===== src/rtl/csa_seq_pkg.sv =====
// Shared types and helpers for the sequential carry-select adder.
package csa_seq_pkg;

  typedef enum logic [1:0] {
    IDLE = 2'd0,
    BUSY = 2'd1,
    DONE = 2'd2
  } state_t;

  // Slice-index width, kept at least one bit so a single-slice build still has a counter.
  function automatic int idx_width(input int width, input int chunk);
    int n;
    n = width / chunk;
    return (n <= 1) ? 1 : $clog2(n);
  endfunction

endpackage


===== src/rtl/csa_chunk.sv =====
// One carry-select slice: both carry-in results are formed up front, then cin picks one.
module csa_chunk #(
  parameter int CHUNK = 16
) (
  input  logic [CHUNK-1:0] a_s,
  input  logic [CHUNK-1:0] b_s,
  input  logic             cin,
  output logic [CHUNK-1:0] s,
  output logic             cout
);

  logic [CHUNK:0] sum0;
  logic [CHUNK:0] sum1;

  assign sum0 = {1'b0, a_s} + {1'b0, b_s};
  assign sum1 = {1'b0, a_s} + {1'b0, b_s} + (CHUNK+1)'(1);

  assign s    = cin ? sum1[CHUNK-1:0] : sum0[CHUNK-1:0];
  assign cout = cin ? sum1[CHUNK]     : sum0[CHUNK];

endmodule


===== src/rtl/csa_seq_adder.sv =====
// Multi-cycle adder/subtractor: one CHUNK-bit slice per cycle, LSB first, with
// valid/ready handshakes on both sides.
module csa_seq_adder
  import csa_seq_pkg::*;
#(
  parameter int WIDTH = 64,
  parameter int CHUNK = 16
) (
  input  logic             clk,
  input  logic             rst_n,
  input  logic             in_valid,
  output logic             in_ready,
  input  logic [WIDTH-1:0] a,
  input  logic [WIDTH-1:0] b,
  input  logic             c_in,
  input  logic             sub,
  output logic             out_valid,
  input  logic             out_ready,
  output logic [WIDTH-1:0] sum,
  output logic             c_out,
  output logic             ovf
);

  localparam int NSLICE = WIDTH / CHUNK;
  localparam int IDX_W  = idx_width(WIDTH, CHUNK);
  localparam logic [IDX_W-1:0] LAST_IDX = IDX_W'(NSLICE - 1);

  if ((WIDTH % CHUNK) != 0) begin : g_bad_param
    $error("csa_seq_adder: WIDTH must be a multiple of CHUNK");
  end

  state_t           state_reg;
  logic [IDX_W-1:0] idx_reg;
  logic [WIDTH-1:0] a_reg;
  logic [WIDTH-1:0] b_reg;
  logic             carry_reg;
  logic [WIDTH-1:0] sum_reg;
  logic             c_out_reg;
  logic             ovf_reg;
  logic             in_ready_reg;
  logic             out_valid_reg;

  logic [CHUNK-1:0] a_slice [NSLICE];
  logic [CHUNK-1:0] b_slice [NSLICE];
  logic [CHUNK-1:0] a_s;
  logic [CHUNK-1:0] b_s;
  logic [CHUNK-1:0] chunk_s;
  logic             chunk_cout;

  for (genvar gi = 0; gi < NSLICE; gi++) begin : g_slice
    assign a_slice[gi] = a_reg[gi*CHUNK +: CHUNK];
    assign b_slice[gi] = b_reg[gi*CHUNK +: CHUNK];
  end

  always_comb begin
    a_s = '0;
    b_s = '0;
    for (int i = 0; i < NSLICE; i++) begin
      if (idx_reg == IDX_W'(i)) begin
        a_s = a_slice[i];
        b_s = b_slice[i];
      end
    end
  end

  csa_chunk #(.CHUNK(CHUNK)) u_chunk (
    .a_s  (a_s),
    .b_s  (b_s),
    .cin  (carry_reg),
    .s    (chunk_s),
    .cout (chunk_cout)
  );

  always_ff @(posedge clk) begin
    if (!rst_n) begin
      state_reg     <= IDLE;
      idx_reg       <= '0;
      a_reg         <= '0;
      b_reg         <= '0;
      carry_reg     <= 1'b0;
      sum_reg       <= '0;
      c_out_reg     <= 1'b0;
      ovf_reg       <= 1'b0;
      in_ready_reg  <= 1'b0;
      out_valid_reg <= 1'b0;
    end else begin
      case (state_reg)
        IDLE: begin
          in_ready_reg <= 1'b1;
          if (in_valid && in_ready_reg) begin
            // Subtraction is a + ~b + 1, so the +1 rides in on the carry.
            a_reg        <= a;
            b_reg        <= sub ? ~b : b;
            carry_reg    <= sub | c_in;
            idx_reg      <= '0;
            in_ready_reg <= 1'b0;
            state_reg    <= BUSY;
          end
        end
        BUSY: begin
          for (int i = 0; i < NSLICE; i++) begin
            if (idx_reg == IDX_W'(i)) begin
              sum_reg[i*CHUNK +: CHUNK] <= chunk_s;
            end
          end
          carry_reg <= chunk_cout;
          idx_reg   <= idx_reg + IDX_W'(1);
          if (idx_reg == LAST_IDX) begin
            // The top slice is being written now, so its MSB is the final sum MSB.
            c_out_reg     <= chunk_cout;
            ovf_reg       <= (a_reg[WIDTH-1] == b_reg[WIDTH-1]) &&
                             (chunk_s[CHUNK-1] != a_reg[WIDTH-1]);
            out_valid_reg <= 1'b1;
            state_reg     <= DONE;
          end
        end
        DONE: begin
          if (out_ready) begin
            out_valid_reg <= 1'b0;
            in_ready_reg  <= 1'b1;
            state_reg     <= IDLE;
          end
        end
        default: begin
          state_reg    <= IDLE;
          in_ready_reg <= 1'b0;
        end
      endcase
    end
  end

  assign in_ready  = in_ready_reg;
  assign out_valid = out_valid_reg;
  assign sum       = sum_reg;
  assign c_out     = c_out_reg;
  assign ovf       = ovf_reg;

endmodule

===== config.mk =====
export PLATFORM = sky130hd
export DESIGN_NAME = csa_seq_adder
export DESIGN_NICKNAME = d
export VERILOG_FILES = /design/src/rtl/csa_seq_pkg.sv /design/src/rtl/csa_chunk.sv /design/src/rtl/csa_seq_adder.sv
export SDC_FILE = /design/constraint.sdc
export NUM_CORES = 1
export LEC_CHECK = 0
export CORE_ASPECT_RATIO = 0.75
export CORE_UTILIZATION = 24
export CTS_BUF_LIST = sky130_fd_sc_hd__clkbuf_4
export CTS_CLUSTER_DIAMETER = 60
export CTS_CLUSTER_SIZE = 12
export DETAILED_ROUTE_END_ITERATION = 16
export PLACE_DENSITY = 0.55
export SYNTH_ARGS = -nofsm -noshare
export SYNTH_HDL_FRONTEND = slang
export SYNTH_HIERARCHICAL = 1
export SYNTH_SLANG_ARGS = --single-unit

===== constraint.sdc =====
create_clock -name clk -period 6 [get_ports clk]
set_input_delay 0.9 -clock clk [delete_from_list [all_inputs] [get_ports clk]]
set_output_delay 0.9 -clock clk [all_outputs]
set_load 0.01 [all_outputs]

==> impl_metrics.env <==
export IMPL_required_ns=6.62
export IMPL_yosys_warnings=6
export IMPL_drive_above_1_share_pct=4.014
export IMPL_period_needed_ns=5.425
export IMPL_status="complete, no violations"
export IMPL_grt_usage_pct=15.87
export IMPL_min_to="sum[59]"
export IMPL_yosys_area_top_type="dfxtp_1"
export IMPL_vias_per_cell=4.673
export IMPL_finalNonFillerCells=1917
export IMPL_clk_pin_slew_ns=0.13
export IMPL_yosysTopAreaCellShare_pct=41.07
export IMPL_max_freq_mhz=184.3
export IMPL_cts_sinks=201
export IMPL_setup_viol=0
export IMPL_r2r_start="idx_reg[0]"
export IMPL_arrival_ns=6.04
export IMPL_p_int_mw=1.955
export IMPL_synth_seq_cells=201
export IMPL_yosysSeqAreaShare_pct=41.07
export IMPL_post_cts_setup_buffers=0
export IMPL_ir_worst_vdd_uv=86.19
export IMPL_hold_viol=0
export IMPL_rows=63
export IMPL_core_um2=39890
export IMPL_hp_class="reg2reg"
export IMPL_cts_resized=0
export IMPL_maxCapViolations=0
export IMPL_cp_top_family="compound AO/OA/AOI/OAI gates"
export IMPL_synthTopCellsByArea="dfxtp_1 41%, nand2_1 11%, a21oi_1 11%"
export IMPL_ctsHoldBuffers=0
export IMPL_power_frac_seq_pct=51.5
export IMPL_drt_total_wl_um=33980
export IMPL_pre_cts_slack_ns=0.6946
export IMPL_grt_antenna_before_repair=2
export IMPL_whs_ns=0.4618
export IMPL_syn_area_um2=9798
export IMPL_drt_pass1_iterations=5
export IMPL_min_path_cells=2
export IMPL_power_mw=2.807
export IMPL_synthArstFlopShare_pct=0
export IMPL_hp_start="sum[59]"
export IMPL_dr_total_vias=8959
export IMPL_fin_nets=1548
export IMPL_grt_max_degree=124
export IMPL_drt_iter0_drc=638
export IMPL_cpMaxStageDelayCell="ha_1"
export IMPL_gp_congestion=0.8837
export IMPL_die_width_um=235.3
export IMPL_ff2ff_path_depth=17
export IMPL_ys_flop_type="dfxtp_1"
export IMPL_r2r_end="ovf"
export IMPL_path_class="reg2reg"
export IMPL_placed_cells=1889
export IMPL_numPortBuffers=201
export IMPL_maxSlewViolCount=0
export IMPL_power_density_nw_per_um2=227.0
export IMPL_cts_max_path_buffers=3
export IMPL_pwr_share_clk_pct=27.0
export IMPL_numCtsBuffers=21
export IMPL_cp_max_fo=28
export IMPL_max_slew_margin_pct=31.14
export IMPL_place_hpwl_um=25280
export IMPL_timing_final_ws_setup_ns=0.5753
export IMPL_path_buf_inv=2
export IMPL_ioPinCount=202
export IMPL_dpl_cell_area_um2=12100
export IMPL_start_util_pct=24.57
export IMPL_finalClockSkew_ns=0.01519
export IMPL_area_growth_syn_to_layout_pct=26.20
export IMPL_worstMarginPinSlew_ns=1.033
export IMPL_die_h_um=177.0
export IMPL_htreeDepth=1
export IMPL_switchingPower_mw=0.8513
export IMPL_cp_common_cell="ha_1"
export IMPL_synth_fp_nets=1412
export IMPL_synthMostInstantiatedCell="nand2_1"
export IMPL_combPwrFrac_pct=21.4
export IMPL_clk_latency_ns=0.68
export IMPL_die_area_um2=41650
export IMPL_synth_edff_count=0
export IMPL_fillers=4254
export IMPL_cp_end_kind="flip-flop"
export IMPL_overflow=0
export IMPL_regArea_um2=4024
export IMPL_swShare_pct=30.33
export IMPL_grt_pass1_wl_um=51050
export IMPL_drc=0
export IMPL_finalCritPeriodShare_pct=90.41
export IMPL_cts_root_buf="clkbuf_4"
export IMPL_grt_pass1_vias=8488
export IMPL_p_leak_nw=4.115
export IMPL_reg2reg_slack_ns=0.58
export IMPL_syn_avg_cell_area_um2=7.801
export IMPL_worst_setup_path_start_kind="flip-flop"
export IMPL_multiInputGateArea_um2=5140
export IMPL_totalNegativeSetupSlack_ns=0
export IMPL_ys_top_cells_by_count="298 x nand2_1, 208 x a21oi_1, 201 x dfxtp_1, 77 x nor2_1, 68 x xnor2_1"
export IMPL_fin_util_pct=31.00
export IMPL_drtAntennaViolNets=0
export IMPL_syn_inst=1256
export IMPL_wl_per_cell_um=17.73
export IMPL_slowest_delay_ns=0.84
export IMPL_netlist_cell_type_count=55
export IMPL_rsz0062_at_grt="no"
export IMPL_path_cells="inv_1 > ha_1 > nand2_1 > o21ai_0 > a22o_1 > ha_1 > a41o_1 > a221o_1 > a211oi_1 > nor2_1 > xnor2_1 > or4b_4 > nor4_2 > xor2_1 > buf_4 > or3b_2 > a31oi_1"
export IMPL_cts_tree="done"
export IMPL_final_design_area_no_fill_um2=12370
[worst max-delay path by stage]
| stage | from | to | slack (ns) | cells after the start |
|---|---|---|---|---|
| 2_1_floorplan | idx_reg[0] | ovf | 1.07 | 18 |
| 3_3_place_gp | idx_reg[0] | ovf | 0.81 | 17 |
| 3_5_place_dp | idx_reg[0] | ovf | 0.69 | 18 |
| 4_1_cts | idx_reg[0] | ovf | 0.59 | 17 |
| 5_1_grt | idx_reg[0] | ovf | 0.19 | 17 |
| 6_report | idx_reg[0] | ovf | 0.58 | 17 |
[layer usage]
metal / GRT usage [%] / wire (um) / up-vias
met2: 24.90 / 14800 / 237
met4: 3.132 / 541 / 0
met1: 22.04 / 16310 / 4186
met3: 3.899 / 2329 / 33
li1: - / - / 4503
met5: 0 / 0 / -
[power by group through the flow]
stage | combinational [mW] | sequential [mW] | clock [mW]
final | 0.602 | 1.45 | 0.759
after detailed placement | 0.603 | 1.48 | 0
after floorplan | 0.377 | 1.46 | 0
after global placement | 0.596 | 1.48 | 0
after CTS | 0.608 | 1.45 | 0.789
after global routing | 0.661 | 1.45 | 0.841
[tightest hold or removal path: cells and delay by family, from the launching register on]
kind,cells,cell delay (ns)
AO/OA/AOI/OAI,1,0.05
flip-flops,1,0.33
AND/OR/NAND/NOR,1,0.05
[kinds of logic after synthesis]
logic type	count (synthesis)	synth area share, %
buf+inv	143	6.755
simple gates	419	17.58
fa+ha+maj	22	2.886
compound gates	376	23.15
flops	201	41.07
xor+xnor	92	8.224
mux	3	0.3320
[cells in the final DEF (no fill, tap or decap), types with 8 or more instances in the layout]
cell type        count
a211oi_1            67
a21oi_1            208
a22o_1              32
buf_4               10
clkbuf_4            22
clkdlybuf4s50_1    200
dfxtp_1            201
ha_1                18
inv_1               43
nand2_1            298
nand3_1              8
nor2_1              77
nor3_1               8
o21ai_0             44
xnor2_1             68
xor2_1              24
[area by class of cell]
type / count / area share (%)
flip-flops and latches: 201 / 32.54
well taps: 520 / 5.262
clock inverters: 4 / 0.7589
diodes: 2 / 0.04047
clock buffers: 22 / 1.336
multi-input cells: 912 / 41.57
inverters: 44 / 1.376
repair buffers: 212 / 17.12
Power figures use the tool's default switching activity.
